===== src/rtl/pid_increment.sv =====
// Incremental (velocity-form) PID stage.
// Computes u(k) = u(k-1) + Q0*e(k) + Q1*e(k-1) + Q2*e(k-2) with one shared
// multiplier over three cycles, saturates to UW bits, and holds the result.
module pid_increment #(
  parameter logic signed [15:0] Q0   = 16'sd384,
  parameter logic signed [15:0] Q1   = -16'sd512,
  parameter logic signed [15:0] Q2   = 16'sd160,
  parameter int                 FRAC = 8,
  parameter int                 UW   = 12
) (
  input  logic                 clk,
  input  logic                 rst,
  input  logic                 start,
  input  logic signed [8:0]    ek,
  output logic signed [UW-1:0] uk,
  output logic                 done,
  output logic                 busy
);

  typedef enum logic [2:0] {IDLE, M0, M1, M2, SAT} state_t;

  // Output range limits, widened to the accumulator width for comparison.
  localparam logic signed [31:0] U_MAX = (32'sd1 <<< (UW - 1)) - 32'sd1;
  localparam logic signed [31:0] U_MIN = -(32'sd1 <<< (UW - 1));

  state_t                 state;
  state_t                 state_next;
  logic signed [8:0]      e0;
  logic signed [8:0]      e1;
  logic signed [8:0]      e2;
  logic signed [31:0]     acc;
  logic signed [UW-1:0]   u_prev;
  logic signed [15:0]     coef;
  logic signed [8:0]      opnd;
  logic signed [24:0]     prod;
  logic signed [31:0]     acc_shift;
  logic signed [UW-1:0]   sat_val;

  // Pick the coefficient/error pair for the shared multiplier by MAC step.
  // NOTE: every signal driven here gets a default first, so no path can
  // leave it unassigned and infer a latch.
  always_comb begin
    coef = Q0;
    opnd = e0;
    case (state)
      M1:      begin coef = Q1; opnd = e1; end
      M2:      begin coef = Q2; opnd = e2; end
      default: begin coef = Q0; opnd = e0; end
    endcase
  end

  // 16x9 signed product always fits in 25 bits, so no overflow here.
  assign prod      = 25'(coef) * 25'(opnd);

  // Arithmetic shift floors toward minus infinity, including negative sums.
  assign acc_shift = acc >>> FRAC;

  // Clamp the rescaled sum into the signed UW-bit output range.
  always_comb begin
    sat_val = acc_shift[UW-1:0];
    if (acc_shift > U_MAX) begin
      sat_val = U_MAX[UW-1:0];
    end else if (acc_shift < U_MIN) begin
      sat_val = U_MIN[UW-1:0];
    end
  end

  // State register with synchronous reset.
  // NOTE: sequential state uses non-blocking assignments so every register
  // samples its inputs from before the edge, regardless of block order.
  always_ff @(posedge clk) begin
    if (rst) begin
      state <= IDLE;
    end else begin
      state <= state_next;
    end
  end

  // Next-state sequencing: accept in IDLE, three MAC steps, then saturate.
  always_comb begin
    state_next = state;
    case (state)
      IDLE:    if (start) state_next = M0;
      M0:      state_next = M1;
      M1:      state_next = M2;
      M2:      state_next = SAT;
      SAT:     state_next = IDLE;
      default: state_next = IDLE;
    endcase
  end

  // Datapath: operand capture, accumulation, and history/output update.
  // History and u_prev change only in SAT, so an aborted run leaves no trace.
  always_ff @(posedge clk) begin
    if (rst) begin
      e0     <= '0;
      e1     <= '0;
      e2     <= '0;
      acc    <= '0;
      u_prev <= '0;
      uk     <= '0;
      done   <= 1'b0;
    end else begin
      done <= 1'b0;
      case (state)
        IDLE: begin
          if (start) begin
            e0  <= ek;
            acc <= 32'(u_prev) <<< FRAC;
          end
        end
        M0, M1, M2: begin
          acc <= acc + 32'(prod);
        end
        SAT: begin
          // Anti-windup: the stored previous output is the clamped value.
          uk     <= sat_val;
          u_prev <= sat_val;
          e2     <= e1;
          e1     <= e0;
          done   <= 1'b1;
        end
        default: ;
      endcase
    end
  end

  assign busy = (state != IDLE);

endmodule

===== config.mk =====
export PLATFORM = sky130hd
export DESIGN_NAME = pid_increment
export DESIGN_NICKNAME = d
export VERILOG_FILES = /design/src/rtl/pid_increment.sv
export SDC_FILE = /design/constraint.sdc
export NUM_CORES = 1
export LEC_CHECK = 0
export ABC_AREA = 1
export ABC_CLOCK_PERIOD_IN_PS = 11980
export BUFFER_PORTS_ARGS = -buffer_cell sky130_fd_sc_hd__buf_2
export CAP_MARGIN = 10
export CORE_MARGIN = 3
export CORE_UTILIZATION = 55
export DETAILED_ROUTE_END_ITERATION = 6
export PLACE_DENSITY = 0.73
export RECOVER_POWER = 25
export SLEW_MARGIN = 0
export SYNTH_ARGS = -nofsm -noshare
export SYNTH_HDL_FRONTEND = slang
export SYNTH_SLANG_ARGS = --single-unit

===== constraint.sdc =====
create_clock -name clk -period 11.98 [get_ports clk]
set_input_delay 0.599 -clock clk [delete_from_list [all_inputs] [get_ports clk]]
set_output_delay 0.599 -clock clk [all_outputs]
set_load 0.005 [all_outputs]

* Word-level counts from Yosys, hierarchy flattened
Cells that the tools add are included.
** Word-level totals
- Flip-flop bits (word level) :: 75
- Bits of input ports :: 12
** Cells by class
- Add/subtract/negate cells :: 1
- Multiply operators :: 1
- Magnitude comparators :: 2
- Eq/ne operators :: 5
- Muxes and demuxes :: 9
- Reduce and logical (&&, ||, !) cells :: 6
** Operators by type and width (number)
- 32-bit one-hot mux with 2 select lines :: 1
- 32-bit by 25-bit adder with 32-bit output :: 1
- 32-bit 2-to-1 mux :: 1
- 16-bit one-hot mux with 2 select lines :: 1
- 16-bit by 9-bit multiplier with 25-bit output :: 1
- 24-bit by 12-bit > comparator with 1-bit output, second input constant :: 1
- 24-bit by 12-bit less-than comparator with 1-bit output, second input constant :: 1
- 12-bit 2-to-1 mux :: 2
- 9-bit one-hot mux with 2 select lines :: 1
- 3-bit one-hot mux with 4 select lines :: 1
- 3-bit by 2-bit == test with 1-bit output, second input constant :: 2
- 2-bit AND reduction :: 2
- 3-bit by 1-bit == test with 1-bit output, second input constant :: 1
- 3-bit == test, second input constant :: 1
- 3-bit logical NOT :: 1
- 3-bit 2-to-1 mux :: 1
- 3-bit nonzero test :: 1
- 3-bit OR reduction :: 1
- 2-bit != test, second input constant :: 1
- 2-bit nonzero test :: 1
- 1-bit 2-to-1 mux :: 1

* Logic depth before layout (Yosys ltp)
Gate-level depths: netlist of run 1.
- Word-level depth :: 5
- Gate-level depth with buffers :: 29
- Depth with buffers taken out :: 29

* Least setup slack after synthesis of run 1
No wires, ideal clock.
- Path type :: flip-flop to flip-flop
- Start point :: register state[0]
- End point :: register acc[27]
- Setup time :: 0.141 ns
- Arrival :: 5.431 ns
- Path slack :: 6.408 ns
- Stages on the path, launching flop included :: 27
- Buffers on the path :: 2
- Cell sequence :: dfxtp_1 inv_1 nand2_1 nor2_1 buf_2 nand2_1 inv_1 fa_1 inv_1 fa_1 fa_1 inv_1 ha_1 clkbuf_1 a21oi_1 fa_1 inv_1 ha_1 nand2_1 nor2_1 inv_1 nor2_1 nand3b_1 nand3_1 nand2_1 nand3_1 a21oi_2
** On the way
- Longest elaborated chain between the ends :: 5
- Elaborated cells on any way between the ends :: 13
- Those cells by class :: add/sub (1); mul (1); eq/ne (4); mux (3); reduce/logical (4)
** Ends and longest elaborated chain
- from (decl) :: line 26 : state_t state;
- from (signal assigned) :: line 75 : state <= state_next;
- 3-bit by 2-bit == test with 1-bit output :: line 45, 105
- 9-bit one-hot mux with 2 select lines / 16-bit one-hot mux with 2 select lines (equally long branches) :: line 45 : case (state)
- 16-bit by 9-bit multiplier with 25-bit output :: line 53 : assign prod = 25'(coef) * 25'(opnd);
- 32-bit by 25-bit adder with 32-bit output :: line 113 : acc <= acc + 32'(prod);
- 32-bit one-hot mux with 2 select lines :: line 105 : case (state)
- to (signal assigned) :: line 109 : acc <= 32'(u_prev) <<< FRAC;
- to (signal assigned) :: line 113
- to (decl) :: line 31 : logic signed [31:0] acc;
Several ways; a longest one is shown, not always the timed one.
A chain may end at the register's enable or synchronous reset.

* Final worst setup path of run 1
Same ends and word-level chain as after synthesis.

==> results_dict.tcl, run 1 <==
set metrics [dict create \
    outcome "finished, violations left" \
    violations "capacitance limit, slew limit" \
    p_leak_nw 4.20 \
    synth_area_leaders "dfxtp_1 (19%), fa_1 (18%), inv_1 (13%), ha_1 (12%), nand2_1 (12%)" \
    critPathArrivalTime_ns 7.05 \
    reg2regPathDepth 24 \
    postCtsHoldBufs 0 \
    tns_ns 0 \
    cts_tree "yes" \
    route.vias.total 6578 \
    nets 1245 \
    synth_seq_cells 70 \
    wl_mm 18.0 \
    routed.top_layer "met4" \
    end_kind "flip-flop" \
    min_from "e0[2]$_SDFFE_PP0P_" \
    worst_clock_skew_ns 0.00779 \
    worstSkewPairLatency_ns 0.35 \
    reg2reg_to "acc[27]$_SDFFE_PP0P_" \
    synth_edf_count 0 \
    numPortBuffers 25 \
    r2r-start "state[0]$_SDFFE_PP0P_" \
    grt_pass1_wl_mm 29.9 \
    syn_area_per_cell_sq_um 6.96 \
    die_w_um 123 \
    viasPerCell 5.16 \
    antenna_left 0 \
    cts_buffers 9 \
    yosys.cell_types.count 39 \
    dr.pass1.iters 5 \
    cts_root_buf "clkbuf_16" \
    max_freq_mhz 145 \
    hold-path-cell-count 2 \
    die-height_um 123 \
    nFillCells 1253 \
    crit_fanout 12 \
    p_per_area_nw_per_um2 164 \
    antenna_found_initial 0 \
    synth_nets 1236 \
    wl_met1_mm 8.41 \
    grt_max_degree 46 \
    peakVddDrop_mv 0.104 \
    report.final.slew_viol_count 34 \
    synth_top_cell_by_area "dfxtp_1" \
    postCtsSetupBuffers 0 \
    critPathRequiredTime_ns 12.13 \
    post_cts_resized 0 \
    timing.final.ws_setup_ns 5.08 \
    synth_cells 1086 \
    yosys_warnings 0 \
    preCtsSetupSlack_ns 5.35 \
    synth_flop_cell "dfxtp_1" \
    ctsLongestPathBuffers 2 \
    cap_violations 2 \
    setup.worst_path.class "reg -> reg" \
    grt_use_total_pct 25.4 \
    r2r_slack_ns 5.08 \
    grt_pass1_vias 6188 \
    wl_per_cell_um 14.1 \
    startpoint_type "flip-flop" \
    p_total_mw 1.32 \
    post-synth-top-count-cell "inv_1" \
    post-route-period-util_pct 57.6 \
    clock_sinks 70 \
    max_slew_margin_pct -48.4 \
    worst_hold_slack_ns 0.471 \
    pin_count 26 \
    num_rows 42 \
    holdCritPathClass "reg -> reg" \
    die-area_sq_um 15200 \
    worst_pin_slew_ns 2.23 \
    synth_common_cells "inv_1 (271), nand2_1 (235), a21oi_1 (84)" \
    ys_seq_area_share_pct 18.5 \
    postSynth.asyncResetShare_pct 0 \
    final_util_pct 60.2 \
    htreeDepth 3 \
    dr.first_iter.drc_count 470 \
    dp_hpwl_mm 14.3 \
    final_hold_viol_count 0 \
    synth_area_sq_um 7560 \
    syn_to_final_growth_pct 6.34 \
    grt_overflow 0 \
    clk_pin_slew_ns 0.06 \
    start_util_pct 56.7 \
    core_sq_um 13300 \
    rsz0062_at_grt "no" \
    yosysTopAreaCellShare_pct 18.5 \
    min_period_ns 6.90 \
    min_to "e0[2]$_SDFFE_PP0P_" \
    num_antenna_cells 0 \
    met2WireLength_mm 8.14 \
    drc 0 \
    drive_gt1_share_pct 7.27 \
    gp_congestion 0.935 \
    setup_viol 0 \
    dr_wl_met3_mm 1.12 \
]
-- cell usage in the layout (no fill, tap or decap), types with 3 or more instances in the layout --
master / instances
inv_2: 10
or2_2: 3
nand3_1: 42
a21oi_1: 84
buf_2: 13
clkbuf_16: 9
xor2_1: 12
fa_1: 67
nor2_1: 60
nand2_1: 237
dfxtp_1: 70
o21ai_2: 9
ha_1: 71
a21oi_2: 12
o21ai_0: 56
nand4_1: 8
o21ai_1: 3
nand2_2: 4
clkbuf_1: 12
nand3b_1: 4
nor4_1: 5
nor3_1: 3
o22ai_1: 6
inv_1: 272
clkinv_2: 3
nor2_2: 6
-- area by class of cell --
class	count	area (sq um)	area share (%)
Clock inverter	6	61.3	0.762
Multi-Input combinational cell	706	4940	61.5
Sequential cell	70	1400	17.4
Tap cell	176	220	2.74
Inverter	282	1060	13.2
Timing Repair Buffer	26	118	1.46
Clock buffer	10	239	2.97
-- through the flow --
stage / cell area [sq um] / cells
after floorplan: 7560 / 1086
after global placement: 7770 / 1260
after detailed placement: 7770 / 1260
after CTS: 8070 / 1276
after global routing: 8040 / 1276
final: 8040 / 1276
-- critical path: stages (launching register included) --
cell and delay [ns]:
dfxtp_1 0.37, inv_1 0.13, nand2_1 0.08, nor2_1 0.67, inv_1 0.35, nor2_1 0.40
fa_1 0.54, inv_1 0.23, fa_1 0.50, fa_1 0.73, inv_1 0.10, ha_1 0.53
a21oi_1 0.16, fa_1 0.53, inv_1 0.05, ha_1 0.36, nand2_1 0.12, nor2_1 0.20
inv_1 0.06, nor2_1 0.14, nand3b_1 0.13, nand3_1 0.12, nand2_1 0.07, nand3_1 0.09
a21oi_2 0.06
-- cells by family after synthesis --
logic type               after synthesis  share of synthesized area [%]
adder cells (fa/ha/maj)              138                           29.5
AND/OR/NAND/NOR                      380                           21.6
XOR/XNOR                              14                           1.72
AO/OA/AOI/OAI                        174                           12.8
flip-flops                            70                           18.5
buffers and inverters                310                           15.9
-- flip-flops by register name (all words and copies together) (netlist names) --
signal  count
e0          9
e2          9
done        1
state       3
acc        27
e1          9
u_prev     12
-- per-layer routing --
metal  vias up  GRT usage (%)
met2       163           40.2
met3        24           6.50
met1      3066           35.1
met4         0           5.95
met5         -              0
li1       3325              -
-- power by group --
group	leakage, nW	switching (mW)	total (mW)	internal [mW]
Sequential	0.570	0.0242	0.282	0.258
Combinational	3.48	0.498	0.757	0.259
Clock	0.148	0.111	0.277	0.166
Total	4.20	0.633	1.32	0.683
-- worst max-delay path by stage --
stage,cells past startpoint,slack [ns],end,start
after global placement,23,5.55,acc[27]$_SDFFE_PP0P_,state[0]$_SDFFE_PP0P_
after CTS,23,5.31,acc[29]$_SDFFE_PP0P_,state[0]$_SDFFE_PP0P_
after detailed placement,23,5.35,acc[29]$_SDFFE_PP0P_,state[0]$_SDFFE_PP0P_
after floorplan,26,6.41,acc[27]$_SDFFE_PP0P_,state[0]$_SDFFE_PP0P_
final,24,5.08,acc[27]$_SDFFE_PP0P_,state[0]$_SDFFE_PP0P_
after global routing,22,4.51,acc[21]$_SDFFE_PP0P_,state[0]$_SDFFE_PP0P_
No activity file was read; power rests on OpenSTA's default activity.
==> inputs of run 2 (changes only) <==
Settings changed: ABC_CLOCK_PERIOD_IN_PS 11980 to 5600, PLACE_DENSITY 0.73 to 0.76.
Clock period 11.98 ns to 5.6 ns, I/O delays scaled along.
==> results_dict.tcl, run 2 (synthesis gave the netlist of run 1 again) <==
set metrics [dict create \
    clock_sinks 70 \
    antenna_left 0 \
    cts_buffers 9 \
    cts_tree "yes" \
    viasPerCell 5.24 \
    core_sq_um 13300 \
    syn_to_final_growth_pct 14.8 \
    final_hold_viol_count 0 \
    worst_clock_skew_ns 0.0107 \
    num_antenna_cells 0 \
    num_rows 42 \
    wl_mm 19.2 \
    clk_pin_slew_ns 0.06 \
    htreeDepth 3 \
    crit_fanout 9 \
    holdCritPathClass "in -> reg" \
    post-route-period-util_pct 95.8 \
    wl_per_cell_um 14.7 \
    grt_max_degree 46 \
    nets 1276 \
    dr.first_iter.drc_count 538 \
    largest_reg_flops 27 \
    p_per_area_nw_per_um2 354 \
    numPortBuffers 25 \
    grt_overflow 0 \
    report.final.slew_viol_count 0 \
    worstSkewPairLatency_ns 0.35 \
    die-area_sq_um 15200 \
    dr.pass1.iters 5 \
    outcome "completed" \
    setup.worst_path.class "reg -> reg" \
    start_util_pct 56.7 \
    cap_violations 0 \
    ctsLongestPathBuffers 2 \
    grt_pass1_vias 6327 \
    grt_pass1_wl_mm 30.5 \
    worst_pin_slew_ns 1.10 \
    end_kind "flip-flop" \
    die-height_um 123 \
    setup_viol 0 \
    critPathRequiredTime_ns 5.79 \
    drc 0 \
    antenna_found_initial 0 \
    postCtsHoldBufs 0 \
    max_freq_mhz 186 \
    top_regs "acc: 27 flops, u_prev: 12 flops" \
    top_register "acc" \
    final_cell_mix "inv_1 (268), nand2_1 (219), a21oi_1 (77)" \
    peakVddDrop_mv 0.211 \
    route.vias.total 6853 \
    critPathArrivalTime_ns 5.56 \
    die_w_um 123 \
    timing.final.ws_setup_ns 0.236 \
    grt_use_total_pct 25.5 \
    p_leak_nw 4.42 \
    startpoint_type "flip-flop" \
    max_slew_margin_pct 26.4 \
    gp_congestion 0.955 \
    drive_gt1_share_pct 17.2 \
    layout_commonest_cell "inv_1" \
    preCtsSetupSlack_ns -0.0600 \
    pin_count 26 \
    final_util_pct 65.1 \
    dp_hpwl_mm 14.4 \
    cts_root_buf "clkbuf_16" \
    min_period_ns 5.36 \
]
[run 2: cell count changes in the layout (fill, tap and decap cells not counted), sizes merged]
cell,before,now
bufinv,1,0
inv,282,283
buf,14,56
clkinv,4,1
clkinvlp,1,2
clkbuf,22,13
[run 2: power breakdown]
part | switching (mW) | internal (mW) | total [mW]
Combinational | 1.20 | 0.696 | 1.90
Clock | 0.235 | 0.337 | 0.572
Sequential | 0.0498 | 0.552 | 0.602
[run 2: worst max-delay path: stages (launching register included)]
cell	delay, ns
dfxtp_1	0.36
inv_1	0.08
nand2_2	0.10
nor2_4	0.06
buf_6	0.14
nand2_1	0.10
inv_2	0.06
fa_1	0.56
inv_2	0.07
fa_2	0.57
fa_1	0.56
inv_1	0.05
fa_1	0.54
inv_1	0.06
fa_1	0.53
inv_1	0.04
ha_1	0.39
nand2_2	0.13
nor2_2	0.19
nand3_1	0.13
nand3_2	0.13
nand2_1	0.08
nand2_1	0.06
nand2_1	0.04
nand3_1	0.10
a21oi_2	0.07
[run 2: path summary, 6_finish.rpt]
path / startpoint / end / slack (ns) / cells past startpoint
hold / removal: ek[0] / e0[0]$_SDFFE_PP0P_ / 0.21 / 3
setup reg to reg: state[0]$_SDFFE_PP0P_ / acc[24]$_SDFFE_PP0P_ / 0.24 / 25
setup / recovery: state[0]$_SDFFE_PP0P_ / acc[24]$_SDFFE_PP0P_ / 0.24 / 25
hold reg to reg: e0[6]$_SDFFE_PP0P_ / e0[6]$_SDFFE_PP0P_ / 0.47 / 2
[run 2: per-layer routing]
layer | routed length, um | up-vias | track usage, %
met3 | 1310 | 17 | 5.44
met1 | 8360 | 3208 | 35.2
li1 | - | 3393 | -
met5 | 0 | - | 0
met4 | 166 | 0 | 4.22
met2 | 9410 | 235 | 42.0
[run 2: layout make-up]
type	count	area [sq um]
fill	1136	4660
clock inverter	4	28.8
sequential	70	1400
inverter	282	1060
timing repair buffer	57	398
multi-input combinational	706	5310
tap	176	220
clock buffer	12	267
[run 2: repair_timing]
item,4_1_cts,5_1_grt
resized for setup,5,83
setup buffers,0,6
pin swaps,0,16
setup endpoints to repair,10,16
[run 2: metrics by stage]
| step | power [mW] | instances | setup TNS, ns | hold WS [ns] | cell area [sq um] |
|---|---|---|---|---|---|
| finish | 3.07 | 1307 | 0 | 0.214 | 8680 |
| global route | 3.36 | 1307 | -0.142 | 0.226 | 8680 |
| CTS | 2.83 | 1301 | 0 | 0.206 | 8290 |
| detailed placement | 2.25 | 1285 | -0.308 | 0.454 | 7960 |
| global placement | 2.21 | 1285 | 0 | 0.451 | 7960 |
| floorplan | 1.87 | 1086 | 0 | 0.434 | 7560 |
==> inputs of run 3 (changes only) <==
Settings changed: BUFFER_PORTS_ARGS -buffer_cell sky130_fd_sc_hd__buf_2 to default, DONT_BUFFER_PORTS from default to 1, PLACE_DENSITY 0.76 to 0.74.
==> results_dict.tcl, run 3 (synthesis gave the netlist of run 1 again) <==
set metrics [dict create \
    largest_reg_flops 27 \
    numPortBuffers 0 \
    peakVddDrop_mv 0.225 \
    gp_congestion 0.922 \
    max_slew_margin_pct 25.8 \
    antenna_found_initial 0 \
    pin_count 26 \
    dp_hpwl_mm 14.3 \
    top_register "acc" \
    final_util_pct 63.7 \
    cts_root_buf "clkbuf_16" \
    grt_overflow 0 \
    die-area_sq_um 15200 \
    grt_use_total_pct 25.1 \
    wl_mm 19.0 \
    p_leak_nw 4.31 \
    startpoint_type "flip-flop" \
    cap_violations 0 \
    holdCritPathClass "in -> reg" \
    wl_per_cell_um 14.8 \
    antenna_left 0 \
    top_regs "acc: 27 flops, u_prev: 12 flops" \
    grt_max_degree 46 \
    worst_pin_slew_ns 1.11 \
    instances_no_fill 1286 \
    p_per_area_nw_per_um2 365 \
    worst_clock_skew_ns 0.0130 \
    drive_gt1_share_pct 13.8 \
    report.final.slew_viol_count 0 \
    cts_buffers 9 \
    max_freq_mhz 186 \
    core_sq_um 13300 \
    grt_pass1_vias 6106 \
    placed_cell_area_sq_um 7800 \
    outcome "completed" \
    min_period_ns 5.37 \
    tns_ns 0 \
    start_util_pct 56.7 \
    dr.first_iter.drc_count 547 \
    worst_path_max_delay_cell "fa_1" \
    cts_tree "yes" \
    nets 1255 \
    final_area_sq_um 8500 \
    p_total_mw 3.10 \
    setup_viol 0 \
    end_kind "flip-flop" \
    critPathRequiredTime_ns 5.89 \
    clock_sinks 70 \
    timing.final.ws_setup_ns 0.230 \
    syn_to_final_growth_pct 12.4 \
    num_rows 42 \
    grt_pass1_wl_mm 29.6 \
    worst_hold_slack_ns 0.131 \
    ctsLongestPathBuffers 2 \
    worstSkewPairLatency_ns 0.35 \
    route.vias.total 6708 \
    critPathArrivalTime_ns 5.66 \
    num_antenna_cells 0 \
    layout_commonest_cell "inv_1" \
    drc 0 \
    clk_pin_slew_ns 0.06 \
    slowest_delay_ns 0.62 \
    die_w_um 123 \
    dr.pass1.iters 6 \
    placed_cells 1255 \
    viasPerCell 5.22 \
    preCtsSetupSlack_ns -0.278 \
    rsz0062_at_grt "yes" \
    die-height_um 123 \
    crit_fanout 10 \
    htreeDepth 3 \
    final_cell_mix "inv_1 (269), nand2_1 (227), a21oi_1 (80)" \
    post-route-period-util_pct 95.9 \
    nFillCells 1201 \
    final_hold_viol_count 0 \
    setup.worst_path.class "reg -> reg" \
]
## run 3: cell count changes in the layout (fill, tap and decap cells not counted), moves of 2 or more
| cell | delta |
|---|---|
| buf_2 | -24 |
| a21oi_2 | -3 |
| clkbuf_8 | -3 |
| nor2_1 | +4 |
| nand2_1 | +8 |
| nor2_4 | -3 |
| a21oi_1 | +3 |
| fa_2 | -2 |
| nand3_2 | +2 |
| nand2_2 | -7 |
| clkinv_4 | +2 |
| buf_4 | +5 |
| nand3_1 | -2 |
| fa_1 | +2 |
## run 3: final timing paths
| path | start | slack (ns) | cells past startpoint | endpoint |
|---|---|---|---|---|
| min | ek[5] | 0.13 | 2 | e0[5]$_SDFFE_PP0P_ |
| min reg2reg | e0[2]$_SDFFE_PP0P_ | 0.47 | 2 | e0[2]$_SDFFE_PP0P_ |
| max reg2reg | state[0]$_SDFFE_PP0P_ | 0.23 | 25 | acc[25]$_SDFFE_PP0P_ |
| max | state[0]$_SDFFE_PP0P_ | 0.23 | 25 | acc[25]$_SDFFE_PP0P_ |
## run 3: layout make-up
cell class	instances	area, sq um	share of cell area (%)
multi-input cells	706	5230	61.5
well taps	176	220	2.59
clock buffers	9	225	2.65
clock inverters	7	73.8	0.869
repair buffers	36	287	3.37
flip-flops and latches	70	1400	16.5
inverters	282	1060	12.5
## run 3: what timing repair did
item,4_1_cts,5_1_grt
gates cloned,0,1
setup endpoints to repair,11,18
endpoints found under the hold margin,29,0
pin swaps,1,17
hold buffers,2,0
gates resized for setup,9,55
buffers inserted,1,11
## run 3: critical path: cells and delay by family (launching register included)
kind / cells / cell delay, ns
simple gates: 10 / 1.07
flops: 1 / 0.36
buf+inv: 8 / 0.70
compound gates: 1 / 0.14
fa+ha+maj: 6 / 3.04
## run 3: power by group
part	switching, mW	internal [mW]
Clock	0.247	0.346
Combinational	1.20	0.710
Sequential	0.0509	0.552
## run 3: layer usage
layer  global-route usage (%)  wire (um)  vias to the layer above
met1                     35.6       8350                     3110
met5                        0          0                        -
met2                     39.1       8870                      212
li1                         -          -                     3357
met4                     6.51        401                        0
met3                     5.40       1410                       29
